### src/rtl/approx_adder_err_monitor.sv
// Streaming error-metric monitor for approximate adders: compares each approximate
// sum against the exact sum and accumulates error count, |e|, e^2 and worst case.
module approx_adder_err_monitor #(
    parameter int WIDTH = 16,
    parameter int CNT_W = 32,
    parameter int ACC_W = 48
) (
    input  logic               clk,
    input  logic               rst,
    input  logic               start,
    input  logic [CNT_W-1:0]   num_samples,
    input  logic               in_valid,
    output logic               in_ready,
    input  logic [WIDTH-1:0]   in_a,
    input  logic [WIDTH-1:0]   in_b,
    input  logic [WIDTH:0]     in_approx,
    output logic               busy,
    output logic               done,
    output logic [CNT_W-1:0]   err_count,
    output logic [ACC_W-1:0]   sum_abs_err,
    output logic [ACC_W-1:0]   sum_sq_err,
    output logic [WIDTH+1:0]   max_abs_err,
    output logic [WIDTH-1:0]   wce_a,
    output logic [WIDTH-1:0]   wce_b
);

    localparam int DW = WIDTH + 2;

    typedef enum logic [1:0] {IDLE, RUN, DRAIN, DONE} state_t;

    function automatic logic [DW-1:0] abs_val(input logic signed [DW-1:0] d);
        return d[DW-1] ? $unsigned(-d) : $unsigned(d);
    endfunction

    function automatic logic [ACC_W-1:0] sat_add(input logic [ACC_W-1:0] x,
                                                 input logic [ACC_W-1:0] y);
        logic [ACC_W:0] s;
        s = {1'b0, x} + {1'b0, y};
        return s[ACC_W] ? '1 : s[ACC_W-1:0];
    endfunction

    state_t            state_q, state_d;
    logic              done_q, done_d;
    logic [CNT_W-1:0]  num_q, cnt_q;
    logic              vld_p1_q, vld_p2_q;
    logic              start_ok, accept, last;

    logic [WIDTH:0]         exact_s;
    logic signed [DW-1:0]   diff_s;
    logic [WIDTH-1:0]       a_p1_q, b_p1_q;
    logic [DW-1:0]          abs_p1_q;
    logic                   ne_p1_q;
    logic [2*DW-1:0]        sq_s;

    logic [CNT_W-1:0]  err_q;
    logic [ACC_W-1:0]  sum_abs_q, sum_sq_q;
    logic [DW-1:0]     max_q;
    logic [WIDTH-1:0]  wce_a_q, wce_b_q;

    assign start_ok = start && (state_q == IDLE || state_q == DONE);
    assign in_ready = (state_q == RUN) && (cnt_q < num_q);
    assign accept   = in_valid && in_ready;
    assign last     = accept && (cnt_q == num_q - CNT_W'(1));

    always_comb begin
        state_d = state_q;
        case (state_q)
            IDLE, DONE: if (start) state_d = (num_samples == '0) ? DONE : RUN;
            RUN:        if (last) state_d = DRAIN;
            DRAIN:      if (!vld_p1_q && !vld_p2_q) state_d = DONE;
            default:    state_d = IDLE;
        endcase
        // A zero-sample restart from DONE re-enters DONE and must pulse again.
        done_d = (state_d == DONE) && (state_q != DONE || start_ok);
    end

    always_ff @(posedge clk) begin
        if (rst) begin
            state_q  <= IDLE;
            done_q   <= 1'b0;
            num_q    <= '0;
            cnt_q    <= '0;
            vld_p1_q <= 1'b0;
            vld_p2_q <= 1'b0;
        end else begin
            state_q  <= state_d;
            done_q   <= done_d;
            vld_p1_q <= accept;
            vld_p2_q <= vld_p1_q;
            if (start_ok) begin
                num_q <= num_samples;
                cnt_q <= '0;
            end else if (accept) begin
                cnt_q <= cnt_q + CNT_W'(1);
            end
        end
    end

    // Stage 1: exact sum, signed error, magnitude; operands travel along
    assign exact_s = {1'b0, in_a} + {1'b0, in_b};
    assign diff_s  = $signed({1'b0, in_approx}) - $signed({1'b0, exact_s});

    always_ff @(posedge clk) begin
        if (accept) begin
            a_p1_q   <= in_a;
            b_p1_q   <= in_b;
            abs_p1_q <= abs_val(diff_s);
            ne_p1_q  <= (diff_s != '0);
        end
    end

    // Stage 2: accumulate into the result registers
    assign sq_s = (2*DW)'(abs_p1_q) * (2*DW)'(abs_p1_q);

    always_ff @(posedge clk) begin
        if (rst || start_ok) begin
            err_q     <= '0;
            sum_abs_q <= '0;
            sum_sq_q  <= '0;
            max_q     <= '0;
            wce_a_q   <= '0;
            wce_b_q   <= '0;
        end else if (vld_p1_q) begin
            err_q     <= err_q + CNT_W'(ne_p1_q);
            sum_abs_q <= sat_add(sum_abs_q, ACC_W'(abs_p1_q));
            sum_sq_q  <= sat_add(sum_sq_q, ACC_W'(sq_s));
            if (abs_p1_q > max_q) begin
                max_q   <= abs_p1_q;
                wce_a_q <= a_p1_q;
                wce_b_q <= b_p1_q;
            end
        end
    end

    assign busy        = (state_q == RUN) || (state_q == DRAIN);
    assign done        = done_q;
    assign err_count   = err_q;
    assign sum_abs_err = sum_abs_q;
    assign sum_sq_err  = sum_sq_q;
    assign max_abs_err = max_q;
    assign wce_a       = wce_a_q;
    assign wce_b       = wce_b_q;

endmodule

### config.mk
export PLATFORM = sky130hd
export DESIGN_NAME = approx_adder_err_monitor
export DESIGN_NICKNAME = d
export VERILOG_FILES = /design/src/rtl/approx_adder_err_monitor.sv
export SDC_FILE = /design/constraint.sdc
export NUM_CORES = 1
export LEC_CHECK = 0
export CORE_UTILIZATION = 35
export CTS_CLUSTER_DIAMETER = 150
export DETAILED_ROUTE_END_ITERATION = 7
export HOLD_SLACK_MARGIN = 0.15
export PLACE_DENSITY = 0.59
export RECOVER_POWER = 100
export SLEW_MARGIN = 20
export SYNTH_ARGS = -nofsm -noshare
export SYNTH_HDL_FRONTEND = slang
export SYNTH_SLANG_ARGS = --single-unit
### constraint.sdc
create_clock -name clk -period 6.6 [get_ports clk]
set_input_delay 1.98 -clock clk [delete_from_list [all_inputs] [get_ports clk]]
set_output_delay 1.98 -clock clk [all_outputs]
set_load 0.02 [all_outputs]
# Yosys cells after proc, flatten, opt, wreduce, memory -nomap -nowiden
# Index checks and enable logic that the tools add are counted.
# W data, S select, Z words.
# totals
reg_bits,298
input_bits,85
latchBits,0
output_inout_bits,181
mem_count,0
ramBits,0
word_cells,60
rom_bits,0
# op_classes
eq_ne,6
div_mod_pow,0
bitwise_logic,0
order_cmp,2
reduce_logical,18
mux,8
mul,1
add_sub_neg,8
shift,0
# ops
cell,n
$mux W48,2
$add A48 B18 Y49,1
$add A48 B36 Y49,1
$mul A18 B18 Y36,1
$add A32 B1 Y32,1
$add A32 B1 Y32 const B,1
$eq A32 B32 Y1,1
$logic_not A32 Y1,1
$lt A32 B32 Y1,1
$sub A32 B1 Y32 const B,1
$gt A18 B18 Y1,1
$neg A18 Y18,1
$reduce_bool A18 Y1,1
$sub A17 B17 Y18,1
$add A16 B16 Y17,1
$mux W17,1
$mux W2,4
$eq A2 B2 Y1 const B,3
$logic_and A1 B1 Y1,6
$pmux W2 S3,1
$logic_or A1 B1 Y1,4
$reduce_or A2 Y1,2
$eq A2 B1 Y1 const B,1
$logic_not A1 Y1,2
other kinds (3),3

# Logic depth before layout (Yosys ltp)
# Gate-level depths: netlist of the first run.
# depth
word_depth,8
depth_mapped,28
mapped_depth_nobuf,24

# Worst setup path before layout of the first run
# Ideal clock, no wire load.
# synth_timing
path_kind,register -> register
start,register abs_p1_q[15]
end,"register sum_sq_q[43], in the netlist sum_sq_err[43]"
path_stages_with_launch,27
path_buffers,4
arrival_ps,6991
setup_slack_ps,-479
required_ps,6512
setup_ps,88
synth_period_minus_slack_ps,7079
path_cell_list,edfxtp_1 clkbuf_1 clkbuf_1 nand2_1 fa_1 inv_1 fa_1 inv_1 fa_1 inv_1 fa_1 fa_1 inv_1 fa_1 inv_1 ha_1 and3_1 buf_2 a221o_1 a221o_1 and4_4 o41ai_2 o21ai_1 and4_1 buf_2 a21boi_4 a311oi_2
# synth_via
elab_chain_cells,3
# synth_lines
item,line_no,rtl
from (decl),51,logic [DW-1:0] abs_p1_q;
from (signal assigned),107,abs_p1_q <= abs_val(diff_s);
$mul A18 B18 Y36,113,assign sq_s = (2*DW)'(abs_p1_q) * (2*DW)'(abs_p1_q);
$add A48 B36 Y49,38,"s = {1'b0, x} + {1'b0, y};"
$mux W48,39,return s[ACC_W] ? '1 : s[ACC_W-1:0];
to (signal assigned),126,"sum_sq_q <= sat_add(sum_sq_q, ACC_W'(sq_s));"
to (decl),56,"logic [ACC_W-1:0] sum_abs_q, sum_sq_q;"
# No other way between the ends.
# A chain may end at the register's enable or synchronous reset.

# Worst setup path after layout of the first run
# layout_timing
start,register abs_p1_q[7]
end,"register sum_sq_q[22], in the netlist sum_sq_err[22]"
# The elaborated chain is that of the path after synthesis.

==> results_dict.tcl, run 1 <==
set metrics [dict create \
    status "finished with violations" \
    violations "max-capacitance violations, max-slew violations, negative setup slack" \
    slew_violations 178 \
    port_buffers 265 \
    io_pins 266 \
    max_freq_mhz 151 \
    htreeDepth 2 \
    vias 21924 \
    cts_tree "yes" \
    finClkSkew_ps 23.1 \
    hold_viol 0 \
    syn_inst 3040 \
    syn_to_final_growth_pct 28.5 \
    num-nets-final 4027 \
    syn_area_mm2 0.0264 \
    grt_pass1_vias 21881 \
    slowest_stage "fa_1" \
    synth_cell_type_count 94 \
    ys_seq_elements 298 \
    clockBufferDepth 3 \
    clock_latency_ps 570 \
    async_flop_share_pct 0 \
    ys_warn_count 0 \
    rows 100 \
    wl_per_cell_um 17.0 \
    whs_ps 451 \
    ys.flop_type "dfxtp_1" \
    max_slew.worst_pin.slew_ps 3660 \
    layout-drive-gt1-share_pct 13.8 \
    use_met3_pct 4.24 \
    crit_buf_inv 10 \
    dpl.hpwl_um 59100 \
    coreArea_mm2 0.0746 \
    start_kind "flip-flop" \
    syn_avg_cell_area_um2 8.70 \
    met2_usage_pct 31.9 \
    path_common_cell "fa_1" \
    worst_slack_ps -11.8 \
    totalWireLength_um 75700 \
    grt-busiest-layer "met2" \
    detail_route.iter0.violations 1073 \
    syn_nets 3606 \
    die_area_mm2 0.0767 \
    rsz0062_at_grt "true" \
    grt_start_max_net_pins 101 \
    final_cell_mix "inv_1 (534), fa_1 (254), nand2_1 (252), dfxtp_1 (246), dlygate4sd3_1 (213)" \
    cp_slowest_stage_delay_ps 510 \
    grt_overflow 0 \
    grt_usage_pct 19.5 \
    cts_buffers 39 \
    ctsHoldBuffers 0 \
    ant_nets 0 \
    max_cap_viol_count 3 \
    crit_family "adder cells" \
    cp_max_fo 8 \
    min_path_type "flip-flop to flip-flop" \
    antenna_found_initial 1 \
    layout_commonest_cell "inv_1" \
    period_minus_slack_ps 6610 \
    die_h_um 277 \
    use_met1_pct 26.1 \
    die_x_um 277 \
    clock_sinks 298 \
    endpoint_kind "flip-flop" \
    place_congestion 0.891 \
    start_util_pct 35.5 \
    criticalPathCategory "flip-flop to flip-flop" \
    num_antenna_cells 0 \
    setup_viol 1 \
    ys_seq_area_share_pct 24.5 \
    fillers 7311 \
    arrival_ps 7080 \
    synth-edff-count 51 \
    clk_pin_slew_ps 70 \
    root_buffer "clkbuf_16" \
    relSlewSlack_pct -144 \
    firstDrtPassIters 7 \
    grt_pass1_wl_um 120000 \
    vias_per_cell 4.92 \
    required_ps 7070 \
    drc 0 \
    min_period_over_period_pct 100 \
]
## registers in the layout, summed over array words and instances, names as in the netlist
name and count:
num_q 32, state_q 2, vld_p1_q 1, max_abs_err 18, abs_p1_q 18, wce_b 16
sum_sq_err 48, wce_a 16, sum_abs_err 48, cnt_q 32, done 1, a_p1_q 16
vld_p2_q 1, err_count 32, b_p1_q 16, ne_p1_q 1
## cell usage after synthesis, types with 11 or more instances
library cell	count	area [um2]
a211oi_1	17	128
a21o_1	44	330
a21oi_1	197	986
a311oi_1	11	96.3
a31oi_1	20	125
and2_1	57	357
and3_1	43	269
clkbuf_1	109	409
dfxtp_1	247	4940
edfxtp_1	51	1530
fa_1	265	5310
ha_1	216	2700
inv_1	561	2110
mux2i_1	13	130
nand2_1	268	1010
nand2b_1	13	81.3
nand3_1	104	521
nand4_1	49	307
nor2_1	149	559
nor2b_1	17	106
nor3_1	33	165
nor4_1	16	100
o21a_1	14	105
o21ai_0	145	726
o31ai_1	22	165
or3_1	19	119
xnor2_1	100	876
xor2_1	88	771
## final timing paths
path	start	cells past startpoint	slack (ps)	endpoint
hold reg to reg	wce_a[14]	2	450	wce_a[14]
setup / recovery	abs_p1_q[7]	26	-10	sum_sq_err[22]
setup reg to reg	abs_p1_q[7]	26	-10	sum_sq_err[22]
hold / removal	wce_a[14]	2	450	wce_a[14]
## metrics by stage
| stage | setup TNS [ps] | setup WS, ps | area [um2] | cells | util (%) |
|---|---|---|---|---|---|
| finish | -11.8 | -11.8 | 34000 | 4458 | 45.6 |
| CTS | 0 | 1.68 | 33100 | 4428 | 44.4 |
| detailed placement | -2590 | -258 | 31500 | 4346 | 42.3 |
| global placement | -848 | -154 | 31500 | 4346 | 42.3 |
| floorplan | 0 | 1.89 | 26700 | 3040 | - |
| global route | -6630 | -216 | 34000 | 4458 | 45.6 |
## metal layers
layer	vias up	part of all wire, %
met5	-	0.016
met2	450	47
li1	10853	-
met4	2	2.3
met1	10530	45
met3	89	6.1
## tightest hold or removal path, cell delays in order (launching register included)
cell and delay [ps]:
dfxtp_1 300, nand2_1 50, o21ai_0 60
## cells by family (layout without fill, tap and decap cells)
group | count (synthesis) | in the layout | synth area share (%)
adders and majority gates | 481 | 481 | 30.3
xor gates and xnor gates | 188 | 188 | 6.23
AOI/OAI and AO/OA | 554 | 554 | 13.1
and+or+nand+nor | 822 | 822 | 15.5
DFF | 298 | 298 | 24.5
buffers and inverters | 680 | 1129 | 9.74
muxes | 17 | 17 | 0.662
## area by class of cell
| class | instances | area, um2 | area share [%] |
|---|---|---|---|
| multi-input combinational | 2062 | 18100 | 53.2 |
| sequential | 298 | 6480 | 19.1 |
| timing repair buffer | 499 | 4740 | 13.9 |
| inverter | 561 | 2110 | 6.20 |
| tap | 969 | 1210 | 3.57 |
| clock buffer | 54 | 1160 | 3.43 |
| clock inverter | 15 | 218 | 0.641 |
## repair_timing
item,in CTS,in global routing
endpoints found under the setup margin,47,48
buffers inserted,12,23
pin swaps,8,82
resized for setup,27,161
gates cloned,1,7
Power of run 1 is left out: the tool's default activity adds up to more than one toggle a clock period on the data nets, which glitch-free logic cannot reach.
==> run 2, diff against run 1 <==
==> constraint.sdc (replaced) <==
create_clock -name clk -period 6.6 [get_ports clk]
set_input_delay 1.32 -clock clk [delete_from_list [all_inputs] [get_ports clk]]
set_output_delay 1.32 -clock clk [all_outputs]
set_load 0.02 [all_outputs]
==> run 2 against run 1 <==
Net effect: final area is 0.36% lower; sequential cell count is the same; clock-buffer cell count shrank 7; critical path depth grew 1; first-iteration DRC count rose by 19%; utilization fell by 0.16 points; via count is 0.21% higher; fmax up 1.2%; critical endpoint is now sum_sq_err[41]; the run ends with max-capacitance violations, max-slew violations left; highest routed layer unchanged; die area unchanged.
==> results_dict.tcl, run 2 (same netlist as run 1, synthesis figures left out) <==
set metrics [dict create \
    status "finished with violations" \
    violations "max-capacitance violations, max-slew violations" \
    numPlacedInstances 4339 \
    vias_per_cell 4.92 \
    clk_pin_slew_ps 60 \
    place_congestion 0.889 \
    antenna_found_initial 3 \
    grt_pass1_wl_um 121000 \
    firstDrtPassIters 5 \
    layout.cells.non_filler 4467 \
    slowest_stage "fa_2" \
    finClkSkew_ps 29.2 \
    syn_to_final_growth_pct 28.1 \
    clock_latency_ps 590 \
    die_x_um 277 \
    arrival_ps 7020 \
    die_h_um 277 \
    cts_tree "yes" \
    die_area_mm2 0.0767 \
    cts_buffers 39 \
    coreArea_mm2 0.0746 \
    relSlewSlack_pct -141 \
    rsz0062_at_grt "true" \
    max_cap_viol_count 5 \
    cp_slowest_stage_delay_ps 600 \
    start_kind "flip-flop" \
    clock_sinks 298 \
    drc 0 \
    layout-drive-gt1-share_pct 13.4 \
    min_path_type "flip-flop to flip-flop" \
    layout_commonest_cell "inv_1" \
    grt_overflow 0 \
    setup_viol 0 \
    dpl.hpwl_um 59100 \
    endpoint_kind "flip-flop" \
    start_util_pct 35.5 \
    rows 100 \
    final_cell_mix "inv_1 (537), fa_1 (251), dfxtp_1 (246), nand2_1 (245), dlygate4sd3_1 (214)" \
    vias 21971 \
    max_slew.worst_pin.slew_ps 3610 \
    required_ps 7090 \
    ant_nets 0 \
    criticalPathCategory "flip-flop to flip-flop" \
    grt_pass1_vias 22258 \
    detail_route.iter0.violations 1279 \
    grt_usage_pct 19.7 \
    multi_input_area_mm2 0.0179 \
    root_buffer "clkbuf_16" \
    htreeDepth 2 \
    grt_start_max_net_pins 83 \
    max_freq_mhz 153 \
    period_minus_slack_ps 6540 \
    port_buffers 265 \
    wl_per_cell_um 17.0 \
    min_period_over_period_pct 99.0 \
    io_pins 266 \
    regArea_mm2 0.00648 \
    fillers 7251 \
    hold_viol 0 \
    totalWireLength_um 76000 \
    slew_violations 166 \
    num-nets-final 4033 \
    clockBufferDepth 3 \
    cp_max_fo 6 \
]
## run 2: cell types whose count changed in the layout (fill, tap and decap cells not counted), moves of 6 or more
cell and change:
o221a_4 -6, a21oi_1 +32, buf_4 +8, a21oi_2 -29, o221a_2 +6, nand2_1 -7
nand2_2 +7
## run 2: worst max-delay path, delay by kind of cell, from the launching register on
family                   cells  cell delay [ps]
AO/OA/AOI/OAI                5              910
adder cells (fa/ha/maj)      7             3230
buffers and inverters       10             1090
flip-flops                   1              410
AND/OR/NAND/NOR              5              770
## run 2: worst paths after layout
kind / from / cells past startpoint / slack, ps / to
setup reg to reg: abs_p1_q[16] / 27 / 60 / sum_sq_err[41]
hold / removal: wce_b[8] / 2 / 450 / wce_b[8]
hold reg to reg: wce_b[8] / 2 / 450 / wce_b[8]
setup / recovery: abs_p1_q[16] / 27 / 60 / sum_sq_err[41]
## run 2: what timing repair did
| item | in CTS | in global routing |
|---|---|---|
| gates cloned | 1 | 3 |
| hold buffers | 0 | 0 |
| setup endpoints to repair | 43 | 47 |
| pin swaps | 33 | 103 |
| setup buffers | 19 | 37 |
| resized for setup | 34 | 126 |
## run 2: metrics by stage
stage	area [um2]	util (%)	hold WS (ps)	TNS, ps	setup slack (ps)
global route	33900	45.4	494	-6000	-188
global placement	31500	42.2	440	-480	-125
finish	33900	45.4	453	0	63.6
CTS	33100	44.4	463	-6.54	-6.54
floorplan	26700	-	437	0	1.89
detailed placement	31500	42.2	452	-2010	-218
## run 2: cell type report
class	instances	area share [%]
tap	969	3.58
multi-input combinational	2062	53.0
sequential	298	19.1
clock buffer	47	3.15
antenna	1	0.00739
clock inverter	24	0.824
timing repair buffer	505	14.1
inverter	561	6.22
## run 2: layer usage
metal | up-vias | track usage, % | wire length [um]
met4 | 2 | 3.80 | 1450
li1 | 10880 | - | -
met5 | - | 0 | 13
met2 | 453 | 32.7 | 35400
met1 | 10553 | 26.6 | 34600
met3 | 83 | 3.98 | 4550
Power of run 2 is left out for the same reason.
==> variant (settings of run 2) <==
Set the parameter `CNT_W` to 16 (it was 32).
--- a/src/rtl/approx_adder_err_monitor.sv
+++ b/src/rtl/approx_adder_err_monitor.sv
@@ -3,5 +3,5 @@
 module approx_adder_err_monitor #(
     parameter int WIDTH = 16,
-    parameter int CNT_W = 32,
+    parameter int CNT_W = 16,
     parameter int ACC_W = 48
 ) (
Interface: changed (resized err_count and num_samples); port bits go from 266 to 234. The function was not compared with the original's and may differ.
==> variant against run 2 <==
The flow still finishes with violations (max-capacitance violations, max-slew violations); critical path depth shrank 3; count of clock-buffer cells in the layout is 6 lower; first-iteration DRC count down 21%; synthesized area down 11%; worst setup slack improved by 99 ps; wire length down 13%; sequential cell count shrank 48; final area decreased by 13%; critical endpoint is now sum_sq_err[35]; highest routed layer is now met4.
Power is left out: the tool's default activity adds up to more than one toggle a clock period on the data nets, which glitch-free logic cannot reach.
==> variant: results (changes against run 2) <==
<table>
<tr><th>Metric</th><th>Value</th></tr>
<tr><th colspan="2">Detailed routing</th></tr>
<tr><td>Met1 routed wirelength after detailed routing</td><td>31280 µm (-9.5%)</td></tr>
<tr><td>Sum of met2 wire segment lengths after detailed routing</td><td>30430 µm (-14%)</td></tr>
<tr><td>Routed wire length on met3</td><td>2754 µm (-39%)</td></tr>
<tr><th colspan="2">Min path</th></tr>
<tr><td>Terminating pin of the worst hold path</td><td>wce_b[6]</td></tr>
<tr><td>Start point of the worst hold path</td><td>wce_b[6]</td></tr>
<tr><th colspan="2">Clock network</th></tr>
<tr><td>CTS H-tree depth</td><td>1 (-1)</td></tr>
<tr><td>Post-CTS Setup Inserts</td><td>4 (-15)</td></tr>
<tr><td>Clock buffer count from CTS</td><td>30 (-23%)</td></tr>
<tr><td>Post-CTS resize count</td><td>5 (-85%)</td></tr>
<tr><th colspan="2">Outcome</th></tr>
<tr><td>Outcome</td><td>complete, but fails checks</td></tr>
<tr><td>Failing checks</td><td>max-capacitance violations, max-slew violations</td></tr>
<tr><th colspan="2">Global routing</th></tr>
<tr><td>Maximum number of pins on one net before global-route repair</td><td>112 (+35%)</td></tr>
<tr><td>Antenna violations before repair</td><td>2 (-1)</td></tr>
<tr><td>Gr usage total</td><td>19.07% (-0.67 points)</td></tr>
<tr><td>Global Route met1 Usage</td><td>26.98% (+0.40 points)</td></tr>
<tr><th colspan="2">Timing</th></tr>
<tr><td>Clock skew after layout</td><td>33.45 ps (+4.256 ps)</td></tr>
<tr><td>Share of the clock period used by the worst path after layout</td><td>97.54% (-1.5 points)</td></tr>
<tr><td>Total count of max-transition violations in the final report</td><td>254 (+53%)</td></tr>
<tr><th colspan="2">Setup path</th></tr>
<tr><td>Worst Reg2Reg Path Length in Cells</td><td>24 (-11%)</td></tr>
<tr><td>Arrival time of the worst setup path</td><td>6920 ps (-100 ps)</td></tr>
<tr><td>CP max FO</td><td>9 (+3)</td></tr>
<tr><th colspan="2">Synthesis</th></tr>
<tr><td>Mapped Nets</td><td>3199 (-11%)</td></tr>
<tr><th colspan="2">Placed design</th></tr>
<tr><td>Cell Count Post-Placement</td><td>3790 (-13%)</td></tr>
<tr><td>Detailed Place HPWL</td><td>52650 µm (-11%)</td></tr>
<tr><th colspan="2">Flow run</th></tr>
<tr><td>Number of max-cap violations</td><td>5 (unchanged)</td></tr>
<tr><th colspan="2">Finish</th></tr>
<tr><td>Share of cells above drive strength 1</td><td>10.63% (-2.8 points)</td></tr>
<tr><td>Final nets</td><td>3517 (-13%)</td></tr>
</table>
[variant: cell count changes after synthesis, moves of 18 or more]
cell,run 2,this run
sky130_fd_sc_hd__a221oi_1,2,22
sky130_fd_sc_hd__inv_1,561,538
sky130_fd_sc_hd__ha_1,216,198
sky130_fd_sc_hd__xnor2_1,100,65
sky130_fd_sc_hd__mux2i_1,13,60
sky130_fd_sc_hd__dfxtp_1,247,199
sky130_fd_sc_hd__nand4_1,49,27
sky130_fd_sc_hd__nand2_1,268,290
sky130_fd_sc_hd__clkbuf_1,109,86
sky130_fd_sc_hd__a21oi_1,197,150
sky130_fd_sc_hd__nand3_1,104,48
sky130_fd_sc_hd__nor2_1,149,124
sky130_fd_sc_hd__o21ai_0,145,80
[variant: layout make-up]
class / count / area [µm²]
flip-flops and latches: 250 / 5517
repair buffers: 386 / 3643
well taps: 864 / 1081
multi-input cells: 1778 / 16070
clock buffers: 41 / 842.1
clock inverters: 15 / 177.7
diodes: 2 / 5.005
inverters: 541 / 2041
fillers: 6488 / 36840
